File: src/rtl/drv_ad56x3_gen.sv
// drv_ad56x3_gen: dual sawtooth test-pattern generator for the AD56x3 DAC.
// Emits channel-tagged sample pairs on a registered valid/ready stream.
module drv_ad56x3_gen #(
    parameter int DAC_W = 16
) (
    input  logic             clk,
    input  logic             reset,
    input  logic             genSel,
    input  logic [15:0]      ceDivider,
    input  logic [15:0]      incrRate0,
    input  logic [15:0]      incrRate1,
    output logic [DAC_W-1:0] outData,
    output logic             outCh,
    output logic             outValid,
    input  logic             outReady,
    output logic             overrun
);

    typedef enum logic [1:0] {
        IDLE,
        SEND0,
        SEND1
    } state_t;

    state_t state, state_n;

    logic [15:0] cnt;
    logic [15:0] acc0, acc1;
    logic [15:0] snap0, snap1;
    logic [15:0] per_m1;
    logic        tick;
    logic        hs;
    logic        accept;

    logic [DAC_W-1:0] data_n;
    logic             valid_n;
    logic             ch_n;

    // A divider of 0 behaves like 1: one tick per cycle.
    assign per_m1 = (ceDivider == 16'd0) ? 16'd0 : ceDivider - 16'd1;
    assign tick   = genSel && (cnt >= per_m1);
    assign hs     = outValid && outReady;
    assign accept = tick && ((state == IDLE) || ((state == SEND1) && hs));

    // Sample-rate divider and free-running ramp accumulators.
    always_ff @(posedge clk) begin
        if (reset || !genSel) begin
            cnt  <= 16'd0;
            acc0 <= 16'd0;
            acc1 <= 16'd0;
        end else if (tick) begin
            cnt  <= 16'd0;
            acc0 <= acc0 + incrRate0;
            acc1 <= acc1 + incrRate1;
        end else begin
            cnt  <= cnt + 16'd1;
        end
    end

    // Capture the ramp pair only when the stream can take it.
    always_ff @(posedge clk) begin
        if (reset) begin
            snap0 <= 16'd0;
            snap1 <= 16'd0;
        end else if (accept) begin
            snap0 <= acc0;
            snap1 <= acc1;
        end
    end

    // Next state and the registered output values that go with it.
    always_comb begin
        state_n = state;
        valid_n = 1'b0;
        ch_n    = 1'b0;
        data_n  = '0;
        unique case (state)
            IDLE: begin
                if (accept) state_n = SEND0;
            end
            SEND0: begin
                if (hs) state_n = SEND1;
            end
            SEND1: begin
                if (accept)  state_n = SEND0;
                else if (hs) state_n = IDLE;
            end
            default: state_n = IDLE;
        endcase
        unique case (state_n)
            SEND0: begin
                valid_n = 1'b1;
                ch_n    = 1'b0;
                data_n  = accept ? acc0[15 -: DAC_W]
                                 : snap0[15 -: DAC_W];
            end
            SEND1: begin
                valid_n = 1'b1;
                ch_n    = 1'b1;
                data_n  = snap1[15 -: DAC_W];
            end
            default: begin
                valid_n = 1'b0;
                ch_n    = 1'b0;
                data_n  = '0;
            end
        endcase
    end

    // State and output registers; a dropped tick pulses overrun.
    always_ff @(posedge clk) begin
        if (reset) begin
            state    <= IDLE;
            outValid <= 1'b0;
            outCh    <= 1'b0;
            outData  <= '0;
            overrun  <= 1'b0;
        end else begin
            state    <= state_n;
            outValid <= valid_n;
            outCh    <= ch_n;
            outData  <= data_n;
            overrun  <= tick && !accept;
        end
    end

endmodule

File: config.mk
export PLATFORM = sky130hd
export DESIGN_NAME = drv_ad56x3_gen
export DESIGN_NICKNAME = d
export VERILOG_FILES = /design/src/rtl/drv_ad56x3_gen.sv
export SDC_FILE = /design/constraint.sdc
export NUM_CORES = 1
export LEC_CHECK = 0
export ABC_AREA = 1
export ABC_CLOCK_PERIOD_IN_PS = 8900
export BUFFER_PORTS_ARGS = -buffer_cell sky130_fd_sc_hd__buf_2
export CAP_MARGIN = 40
export CELL_PAD_IN_SITES_DETAIL_PLACEMENT = 1
export CELL_PAD_IN_SITES_GLOBAL_PLACEMENT = 1
export CORE_MARGIN = 2
export CORE_UTILIZATION = 46
export CTS_CLUSTER_DIAMETER = 150
export DETAILED_ROUTE_END_ITERATION = 6
export PLACE_DENSITY_LB_ADDON = 0.1
export SLEW_MARGIN = 10
export SYNTH_ARGS = -nofsm -noshare
export SYNTH_HDL_FRONTEND = slang
export SYNTH_SLANG_ARGS = --single-unit
export TNS_END_PERCENT = 50
File: constraint.sdc
create_clock -name clk -period 8.9 [get_ports clk]
set_input_delay 0.445 -clock clk [delete_from_list [all_inputs] [get_ports clk]]
set_output_delay 0.445 -clock clk [all_outputs]
set_load 0.02 [all_outputs]
==> run metrics, run 1 <==
WL/cell=16.1 µm; CP Launch Type=input pin; EDFF count, synth=0; critical-path maximum fanout=41; final cell count without fillers=between 1000 and 1500; clk slew on worst S/H paths=0.07 ns; layout cells sized above 1=12.9%; power density over cell area=131 nW/µm²; Final HPWL DP=between 10000 and 15000 µm; Clock Latency Late Sink=0.35 ns; top-count cell post-synth=nand2_1; Final Cycle Share=between 40% and 50%; Synth cell types=41; Antenna Violating Nets Remaining=0; post-synth top area share=between 30 and 40%; Gate power share=8.1%; Die X=about 120 µm; worst endpoint required time=approximately 9 ns; HP Class=reg2reg; worst rel slew slack=49.8%; post-route minimum period=4.22 ns; Int Power=0.000674 W; initial drt markers=324; NetSw=0.000235 W; top cells by count, synth=177 x nand2_1, 105 x inv_1, 101 x dfxtp_1, 91 x a21oi_1, 71 x nor2_1; R2R Setup Slk=approximately 5.7 ns; worst slew pin tran=0.752 ns; Syn Area/Cell=just over 7 µm²; dpl cells=1101; CTS Sinks=101; die area=14600 µm²; total track usage=25.7%; Design Power=0.000909 W; pin count of the biggest net entering global routing=47; synthesized cell area=6270 µm²; final WL=18000 µm; Avg Vias per Cell=5.34; # port buffers=70; Filler cells=1756; Synth async-reset ratio=0%; synth top area cells=dfxtp_1 32%, nand2_1 11%, ha_1 10%; leakage=about 3.2 nW; 1st-pass router iterations=5; pins over their slew limit=0; vias in the first global route=approximately 6000; area delta synth->final=10.9%; Synthesized Nets=991; antenna violations before repair=1; switch share=25.9%; critical path endpoint category=flop; CTS Buffer Depth=2; Initial Util=47.1%; post_cts resized=0; die height=around 120 µm; drt drc=0; top-level I/O count=71; Fin. Hold Viols=0; clock group share of total power=42.2%; Yosys reg bits=101; worst clock skew=0.00827 ns; post-synth top area cell=dfxtp_1; row cnt=42; fmax=237 MHz; synth warn=0; CTS tree=built; status=finished clean; TritonCTS Buffers=9; critical path class=in2reg; Setup Buffers After CTS=0; gpl congestion=0.882; worst vdd ir=0.102 mV; critical path arrival=4.43 ns; Post-CTS Hold Buffers=0; Max Cap Violations=0; Mapped Cells=886; unrepaired setup endpoints after global routing=no; first-pass GRT wire length=29800 µm; sequential cell fraction of total power=49.8%; sequential element share of the synthesized area=32.3%; setup_tns=0 ns; Nets=1041; predominant post-synthesis flop cell=dfxtp_1; Final setup viols=0; root buf cell=clkbuf_16; via count=5974; CORE AREA=13300 µm²; H-tree depth=3; grt ovf=0
cells by family after synthesis:
family | share of synthesized area [%]
and+or+nand+nor | 28.9
AOI/OAI and AO/OA | 13.9
buffers and inverters | 9.36
DFF | 32.3
adders and majority gates | 10.8
xor gates and xnor gates | 4.75
cell type report:
| type | count | area, µm² | area share, % |
|---|---|---|---|
| Clock inverter | 7 | 58.8 | 0.846 |
| Sequential cell | 101 | 2020 | 29.1 |
| Antenna cell | 1 | 2.50 | 0.0360 |
| Clock buffer | 9 | 225 | 3.24 |
| Tap cell | 176 | 220 | 3.17 |
| Timing Repair Buffer | 71 | 358 | 5.15 |
| Inverter | 108 | 405 | 5.83 |
| Multi-Input combinational cell | 645 | 3660 | 52.6 |
registers in the layout (all words and copies together) (netlist names):
signal,cells
acc0,16
acc1,16
cnt,16
outData,16
snap0,16
snap1,16
state,2
outCh,1
outValid,1
overrun,1
metal layers:
metal | vias up | wire length (µm) | GRT usage (%)
met5 | - | 0 | 0
met4 | 0 | 243 | 5.67
met3 | 16 | 576 | 4.72
met2 | 88 | 8470 | 42.9
met1 | 2838 | 8740 | 34.4
li1 | 3032 | - | -
worst paths after layout:
kind | from | end | depth (start not counted)
setup / recovery | ceDivider[0] | outData[13] | 24
hold / removal | snap1[9] | outData[9] | 2
setup reg to reg | cnt[7] | outData[13] | 16
hold reg to reg | snap1[9] | outData[9] | 2
power groups by stage:
stage	logic, W	clock network, W	registers [W]
CTS	0.0000736	0.000388	0.000452
finish	0.0000735	0.000383	0.000452
global route	0.0000826	0.000406	0.000452
detailed placement	0.0000730	0	0.000463
global placement	0.0000695	0	0.000463
floorplan	0.0000468	0	0.000463
per-stage QoR:
step | utilization, % | setup slack [ns] | hold slack (ns) | cell area, µm²
after floorplan | - | 5.40 | 0.436 | 6270
after global placement | 50.1 | 4.58 | 0.454 | 6660
after detailed placement | 50.1 | 4.35 | 0.457 | 6660
after CTS | 52.2 | 4.69 | 0.469 | 6950
after global routing | 52.2 | 4.23 | 0.494 | 6950
final | 52.3 | 4.68 | 0.468 | 6950
critical path: stages:
cell and delay [ns]:
buf_2 0.11, inv_1 0.10, ha_1 0.23, nand2_2 0.10, nor2_2 0.15, nand2_1 0.07
inv_1 0.08, nand3_1 0.09, nand2_1 0.07, or3b_1 0.34, ha_1 0.30, nand4_1 0.10
nor2_1 0.12, nand2_1 0.06, clkinv_1 0.05, nand2_2 0.05, nand2_4 0.33, nand3_4 0.42
nand2_1 0.24, inv_1 0.09, ha_1 0.28, nor2_1 0.05, inv_1 0.43, a21oi_1 0.10
layout by cell type (no fill, tap or decap), drive strengths merged, types with 16 or more instances in the layout:
cell,Yosys,layout
o21ai,43,43
dfxtp,101,101
inv,107,110
xor2,18,18
xnor2,16,16
buf,20,71
nand2,184,184
nand4,29,29
nor2,85,85
nand3,72,72
a21oi,94,94
ha,51,51
Power figures use the tool's default switching activity.
==> run 2, diff against run 1 <==
--- a/config.mk
+++ b/config.mk
@@ -5,14 +5,14 @@
 export SDC_FILE = /design/constraint.sdc
 export NUM_CORES = 1
 export LEC_CHECK = 0
-export ABC_AREA = 1
-export ABC_CLOCK_PERIOD_IN_PS = 8900
+export ABC_AREA = 0
+export ABC_CLOCK_PERIOD_IN_PS = 4400
 export BUFFER_PORTS_ARGS = -buffer_cell sky130_fd_sc_hd__buf_2
 export CAP_MARGIN = 40
 export CELL_PAD_IN_SITES_DETAIL_PLACEMENT = 1
 export CELL_PAD_IN_SITES_GLOBAL_PLACEMENT = 1
 export CORE_MARGIN = 2
-export CORE_UTILIZATION = 46
+export CORE_UTILIZATION = 44
 export CTS_CLUSTER_DIAMETER = 150
 export DETAILED_ROUTE_END_ITERATION = 6
 export PLACE_DENSITY_LB_ADDON = 0.1
==> constraint.sdc (replaced) <==
create_clock -name clk -period 4.4 [get_ports clk]
set_input_delay 0.22 -clock clk [delete_from_list [all_inputs] [get_ports clk]]
set_output_delay 0.22 -clock clk [all_outputs]
set_load 0.02 [all_outputs]
==> run 2 against run 1 <==
Effect of this change:
- cell count is 16% lower
- synthesized cell count is 21% lower
- utilization is 0.48 points lower
- combinational power is 77% higher
- critical path type unchanged
- largest power group unchanged
- critical path depth is 4 lower
- wire length is 17% lower
- register-to-register slack worse by 4.4 ns
- final area is 5.2% lower
- highest routed layer unchanged
- clock power is 130% higher
==> run metrics, run 2 <==
layout cells sized above 1=14.8% (was 12.9%); root buf cell=clkbuf_16 (unchanged); # port buffers=70 (unchanged); HP Class=in2reg (was reg2reg); WL/cell=15.9 µm (was 16.1 µm); ant diodes=0 (was 1); die area=14100 µm² (was 14600 µm²); EDFF count, synth=0 (unchanged); first-pass GRT wire length=25600 µm (was 29800 µm); CTS Sinks=101 (unchanged); synthesized cell area=5770 µm² (was 6270 µm²); r2r worst-path depth=14 (was 16); vias in the first global route=5252 (was 6004); commonest non-fill, non-tap cell in the layout=nand2_1 (unchanged); Clock Latency Late Sink=0.35 ns (about the same); via count=4998 (was 5974); Nets=863 (was 1041); pins over their slew limit=0 (unchanged); worst rel slew slack=47.9% (was 49.8%); CP Launch Type=input pin (unchanged); top-count cell post-synth=nand2_1 (unchanged); die height=119 µm (was 121 µm); initial drt markers=195 (was 324); post-synth top area cell=dfxtp_1 (unchanged); pin count of the biggest net entering global routing=43 (was 47); Sequential Area=2020 µm² (unchanged); worst slew pin tran=0.782 ns (was 0.752 ns); clk slew on worst S/H paths=0.07 ns (about the same); CORE AREA=12700 µm² (was 13300 µm²); TritonCTS Buffers=9 (unchanged); Filler cells=1585 (was 1756); gpl congestion=0.856 (was 0.882); Synth cell types=59 (was 41); critical-path maximum fanout=16 (was 41); reg2reg end=outData[12] (was outData[13]); worst reg2reg path startpoint=cnt[0] (was cnt[7]); unrepaired setup endpoints after global routing=no (unchanged); synth warn=0 (unchanged); fmax=246 MHz; grt ovf=0 (unchanged); final WL=14900 µm (was 18000 µm); CTS tree=built (unchanged); sequential element share of the synthesized area=35.0% (was 32.3%); hold_ws=0.270 ns (was 0.468 ns); top-level I/O count=71 (unchanged); post-synth top area share=35.0% (was 32.3%); crit path to=outData[12] (was outData[13]); Antenna Violating Nets Remaining=0 (unchanged); critical path arrival=4.33 ns (was 4.43 ns); Final setup viols=0 (unchanged); area delta synth->final=14.1% (was 10.9%); Initial Util=45.4% (was 47.1%); predominant post-synthesis flop cell=dfxtp_1 (unchanged); Syn Area/Cell=8.28 µm² (was 7.07 µm²); Die X=119 µm (was 121 µm); top cells by count, synth=127 x nand2_1, 101 x dfxtp_1, 66 x nor2_1, 58 x a21oi_1, 51 x ha_1 (was 177 x nand2_1, 105 x inv_1, 101 x dfxtp_1, 91 x a21oi_1, 71 x nor2_1); synth top area cells=dfxtp_1 35%, ha_1 11%, nand2_1 8.3% (was dfxtp_1 32%, nand2_1 11%, ha_1 10%); status=finished clean (unchanged); row cnt=41 (was 42); Post-CTS Hold Buffers=0 (unchanged); Avg Vias per Cell=5.35 (was 5.34); H-tree depth=3 (unchanged); Design Power=0.00194 W (was 0.000909 W); 1st-pass router iterations=4 (was 5); Final HPWL DP=11600 µm (was 14000 µm); most frequent cells in the layout=126 x nand2_1, 101 x dfxtp_1, 70 x buf_2 (was 177 x nand2_1, 105 x inv_1, 101 x dfxtp_1); multi-input logic area=3530 µm² (was 3660 µm²); Mapped Cells=697 (was 886); worst vdd ir=0.194 mV (was 0.102 mV); total track usage=22.1% (was 25.7%); Synth async-reset ratio=0% (unchanged); Fin. Hold Viols=0 (unchanged); Synthesized Nets=802 (was 991); post-route minimum period=4.06 ns; worst clock skew=0.00870 ns (was 0.00827 ns); critical path class=in2reg (unchanged); Max Cap Violations=0 (unchanged); leakage=2.89 nW (was 3.16 nW); Yosys reg bits=101 (unchanged); power density over cell area=294 nW/µm² (was 131 nW/µm²); CTS Buffer Depth=2 (unchanged); Worst Setup SP=ceDivider[5] (was ceDivider[0]); critical path endpoint category=flop (unchanged); worst endpoint required time=4.67 ns (was 9.11 ns); R2R Setup Slk=1.25 ns (was 5.67 ns); Final Cycle Share=92.4%; drt drc=0 (unchanged); setup_tns=0 ns (unchanged); antenna violations before repair=0 (was 1); end-of-flow core utilization=51.8% (was 52.3%)
## run 2: metrics by stage
stage | cell area [µm²] | cells | worst slack (ns)
2_1_floorplan | 5770 | 697 | 0.0804
3_3_place_gp | 6240 | 919 | 0.0823
3_5_place_dp | 6240 | 919 | -0.202
4_1_cts | 6580 | 935 | 0.147
5_1_grt | 6590 | 935 | 0.0343
6_report | 6590 | 935 | 0.336
## run 2: repair_timing
action / 4_1_cts / 5_1_grt
gates resized for setup: 0 / 3
setup endpoints to repair: 0 / 16
setup buffers: 0 / 0
## run 2: worst min path at each step
stage	startpoint	to	slack, ns	cells past startpoint
global placement	snap1[6]	outData[6]	0.44	2
CTS	incrRate0[0]	acc0[0]	0.27	4
floorplan	reset	outValid	0.31	1
finish	incrRate0[0]	acc0[0]	0.27	4
global route	incrRate0[0]	acc0[0]	0.31	4
detailed placement	snap1[6]	outData[6]	0.45	2
## run 2: layout make-up
cell class | instances | area share (%)
timing repair buffer | 78 | 6.23
multi-input combinational | 550 | 53.6
sequential | 101 | 30.7
clock inverter | 5 | 1.35
clock buffer | 11 | 3.84
tap | 172 | 3.27
inverter | 18 | 1.03
## run 2: kinds of logic after synthesis
family	count (synthesis)	share of synthesized area (%)
flops	101	35.0
simple gates	273	21.6
buf+inv	46	4.01
fa+ha+maj	53	11.7
compound gates	167	18.5
xor+xnor	35	5.31
mux	22	3.84
## run 2: power breakdown
| part | switching, W | internal [W] |
|---|---|---|
| clock network | 0.000353 | 0.000538 |
| registers | 0.00000125 | 0.000914 |
| logic | 0.0000746 | 0.0000558 |
| total | 0.000429 | 0.00151 |
## run 2: critical path, cell delays in order
cell     delay, ns
buf_2         0.13
or4_1         0.61
nor3_4        0.23
nand2_1       0.14
nor4_2        0.18
xor2_1        0.17
nand2_1       0.07
ha_1          0.30
a21o_1        0.19
a21o_1        0.18
a221o_1       0.33
a31o_4        0.22
and3_1        0.18
a21oi_2       0.18
ha_1          0.27
nor2_2        0.18
and2_1        0.16
buf_4         0.21
nand2_1       0.10
o21ai_1       0.09
## run 2: metal layers
metal  track usage, %  wire (µm)  up-vias
met5                0          0        -
met4             5.51        185        0
met3             2.80        363       15
met2             38.3       7290       62
met1             28.9       7060     2362
li1                 -          -     2559
==> run 3, diff against run 2 <==
--- a/config.mk
+++ b/config.mk
@@ -11,6 +11,7 @@
 export CAP_MARGIN = 40
 export CELL_PAD_IN_SITES_DETAIL_PLACEMENT = 1
 export CELL_PAD_IN_SITES_GLOBAL_PLACEMENT = 1
+export CORE_ASPECT_RATIO = 1.5
 export CORE_MARGIN = 2
 export CORE_UTILIZATION = 44
 export CTS_CLUSTER_DIAMETER = 150
==> run 3 against run 2 <==
Effect of this change:
- flip-flop and latch count unchanged
- register-to-register slack worse by 0.10 ns
- utilization shrank 0.89 points
- wire length rose by 7.9%
- power is 3.6% lower
- non-clock buffer count rose by 2
- critical endpoint is now outData[11]
- largest power group unchanged
==> run metrics, run 3 (synthesis results as in run 2) <==
Post-CTS Hold Buffers=0 (unchanged); worst endpoint required time=4.68 ns (was 4.67 ns); clk slew on worst S/H paths=0.08 ns (was 0.07 ns); critical-path maximum fanout=16 (unchanged); CTS Buffer Depth=2 (unchanged); Initial Util=44.8% (was 45.4%); critical path endpoint category=flop (unchanged); placed cell areas=6250 µm² (was 6240 µm²); first-pass GRT wire length=26500 µm (was 25600 µm); most frequent cells in the layout=127 x nand2_1, 101 x dfxtp_1, 70 x buf_2 (was 126 x nand2_1, 101 x dfxtp_1, 70 x buf_2); Crit path largest cell delay=0.58 ns (was 0.61 ns); Final Cycle Share=93.4% (was 92.4%); Fin. Hold Viols=0 (unchanged); area delta synth->final=13.6% (was 14.1%); leakage=2.88 nW (was 2.89 nW); critical path, cell by cell=buf_2 -> or4_1 -> nor3_2 -> nand2_1 -> nor4_2 -> xor2_1 -> nand2_1 -> ha_1 -> a21o_1 -> a21o_1 -> a221o_1 -> a31o_4 -> and3_1 -> a21oi_2 -> ha_1 -> nor2_1 -> nand2_1 -> o21ai_0 (was buf_2 -> or4_1 -> nor3_4 -> nand2_1 -> nor4_2 -> xor2_1 -> nand2_1 -> ha_1 -> a21o_1 -> a21o_1 -> a221o_1 -> a31o_4 -> and3_1 -> a21oi_2 -> ha_1 -> nor2_2 -> and2_1 -> buf_4 -> nand2_1 -> o21ai_1); critical path arrival=4.39 ns (was 4.33 ns); die area=14100 µm² (about the same); Design Power=0.00187 W (was 0.00194 W); top-level I/O count=71 (unchanged); setup_tns=0 ns (unchanged); CP Launch Type=input pin (unchanged); antenna violations before repair=0 (unchanged); root buf cell=clkbuf_16 (unchanged); H-tree depth=3 (unchanged); dpl ws=-0.0960 ns (was -0.202 ns); most frequent CP cell=nand2_1 (unchanged); via count=5117 (was 4998); Final setup viols=0 (unchanged); Clock Latency Late Sink=0.36 ns (was 0.35 ns); Die X=97.5 µm (was 119 µm); worst vdd ir=0.171 mV (was 0.194 mV); end-of-flow core utilization=50.9% (was 51.8%); CTS tree=built (unchanged); status=finished clean (unchanged); Filler cells=1595 (was 1585); # port buffers=70 (unchanged); vias in the first global route=5441 (was 5252); Setup Buffers After CTS=0 (unchanged); final WL=16100 µm (was 14900 µm); layout cells sized above 1=14.8% (about the same); WL/cell=17.4 µm (was 15.9 µm); final worst setup slack=0.288 ns (was 0.336 ns); unrepaired setup endpoints after global routing=no (unchanged); total track usage=23.6% (was 22.1%); Worst path top cell family by delay=simple AND/OR/NAND/NOR gates (unchanged); worst rel slew slack=53.5% (was 47.9%); initial drt markers=133 (was 195); Antenna Violating Nets Remaining=0 (unchanged); pin count of the biggest net entering global routing=43 (unchanged); gpl congestion=0.909 (was 0.856); HP Class=in2reg (unchanged); Critical-path top delay cell=or4_1 (unchanged); worst clock skew=0.0101 ns (was 0.00870 ns); Nets=865 (was 863); worst slew pin tran=0.698 ns (was 0.782 ns); row cnt=51 (was 41); critical path class=in2reg (unchanged); CTS Sinks=101 (unchanged); Max Cap Violations=0 (unchanged); post-route minimum period=4.11 ns (was 4.06 ns); Finished Cell Area=6560 µm² (was 6590 µm²); power density over cell area=284 nW/µm² (was 294 nW/µm²); grt ovf=0 (unchanged); pins over their slew limit=0 (unchanged); drt drc=0 (unchanged); post_cts resized=0 (unchanged); commonest non-fill, non-tap cell in the layout=nand2_1 (unchanged); die height=144 µm (was 119 µm); Final HPWL DP=12600 µm (was 11600 µm); TritonCTS Buffers=9 (unchanged); fmax=243 MHz (was 246 MHz); Avg Vias per Cell=5.54 (was 5.35); buffer and inverter count on the worst path=1 (was 2); CORE AREA=12900 µm² (was 12700 µm²); ant diodes=0 (unchanged); 1st-pass router iterations=5 (was 4)
## run 3: cell types whose count changed in the layout (fill, tap and decap cells not counted), sizes merged
cell / delta
clkinv: +4
bufinv: -2
clkbuf: -2
buf: +2
## run 3: path summary, 6_finish.rpt
check,slack [ns],cells past startpoint,start,end
worst max register to register,1.15,12,cnt[0],outData[11]
worst min register to register,0.46,2,snap1[5],outData[5]
worst min-delay path,0.24,3,outReady,state[1]
worst max-delay path,0.29,18,ceDivider[5],outData[11]
## run 3: metrics by stage
step                      cells  hold WS [ns]
after floorplan             697         0.305
after global placement      908         0.437
after detailed placement    908         0.447
after CTS                   924         0.236
after global routing        924         0.269
final                       924         0.242
## run 3: final cells by class
cell class              count  area [µm²]  share of cell area (%)
clock buffers               9         225                    3.43
clock inverters             7        88.8                    1.35
inverters                  18        67.6                    1.03
multi-input cells         550        3520                    53.7
flip-flops and latches    101        2020                    30.8
well taps                 159         199                    3.03
repair buffers             80         438                    6.67
## run 3: where the power goes
part	internal (W)	switching [W]	leakage [nW]
Sequential	0.000914	0.00000112	0.813
Combinational	0.0000553	0.0000755	1.92
Clock	0.000410	0.000411	0.152
## run 3: per-layer routing
layer  global-route usage (%)  share of wire, %  wire [µm]
met3                     3.67               2.6        415
met1                     23.8                38       6140
met5                        0                 0          0
met4                     8.55               2.9        466
met2                     48.2                56       9050
## run 3: tightest hold or removal path: stages
cell,delay (ns)
buf_2,0.10
a32oi_1,0.14
nor2_1,0.09
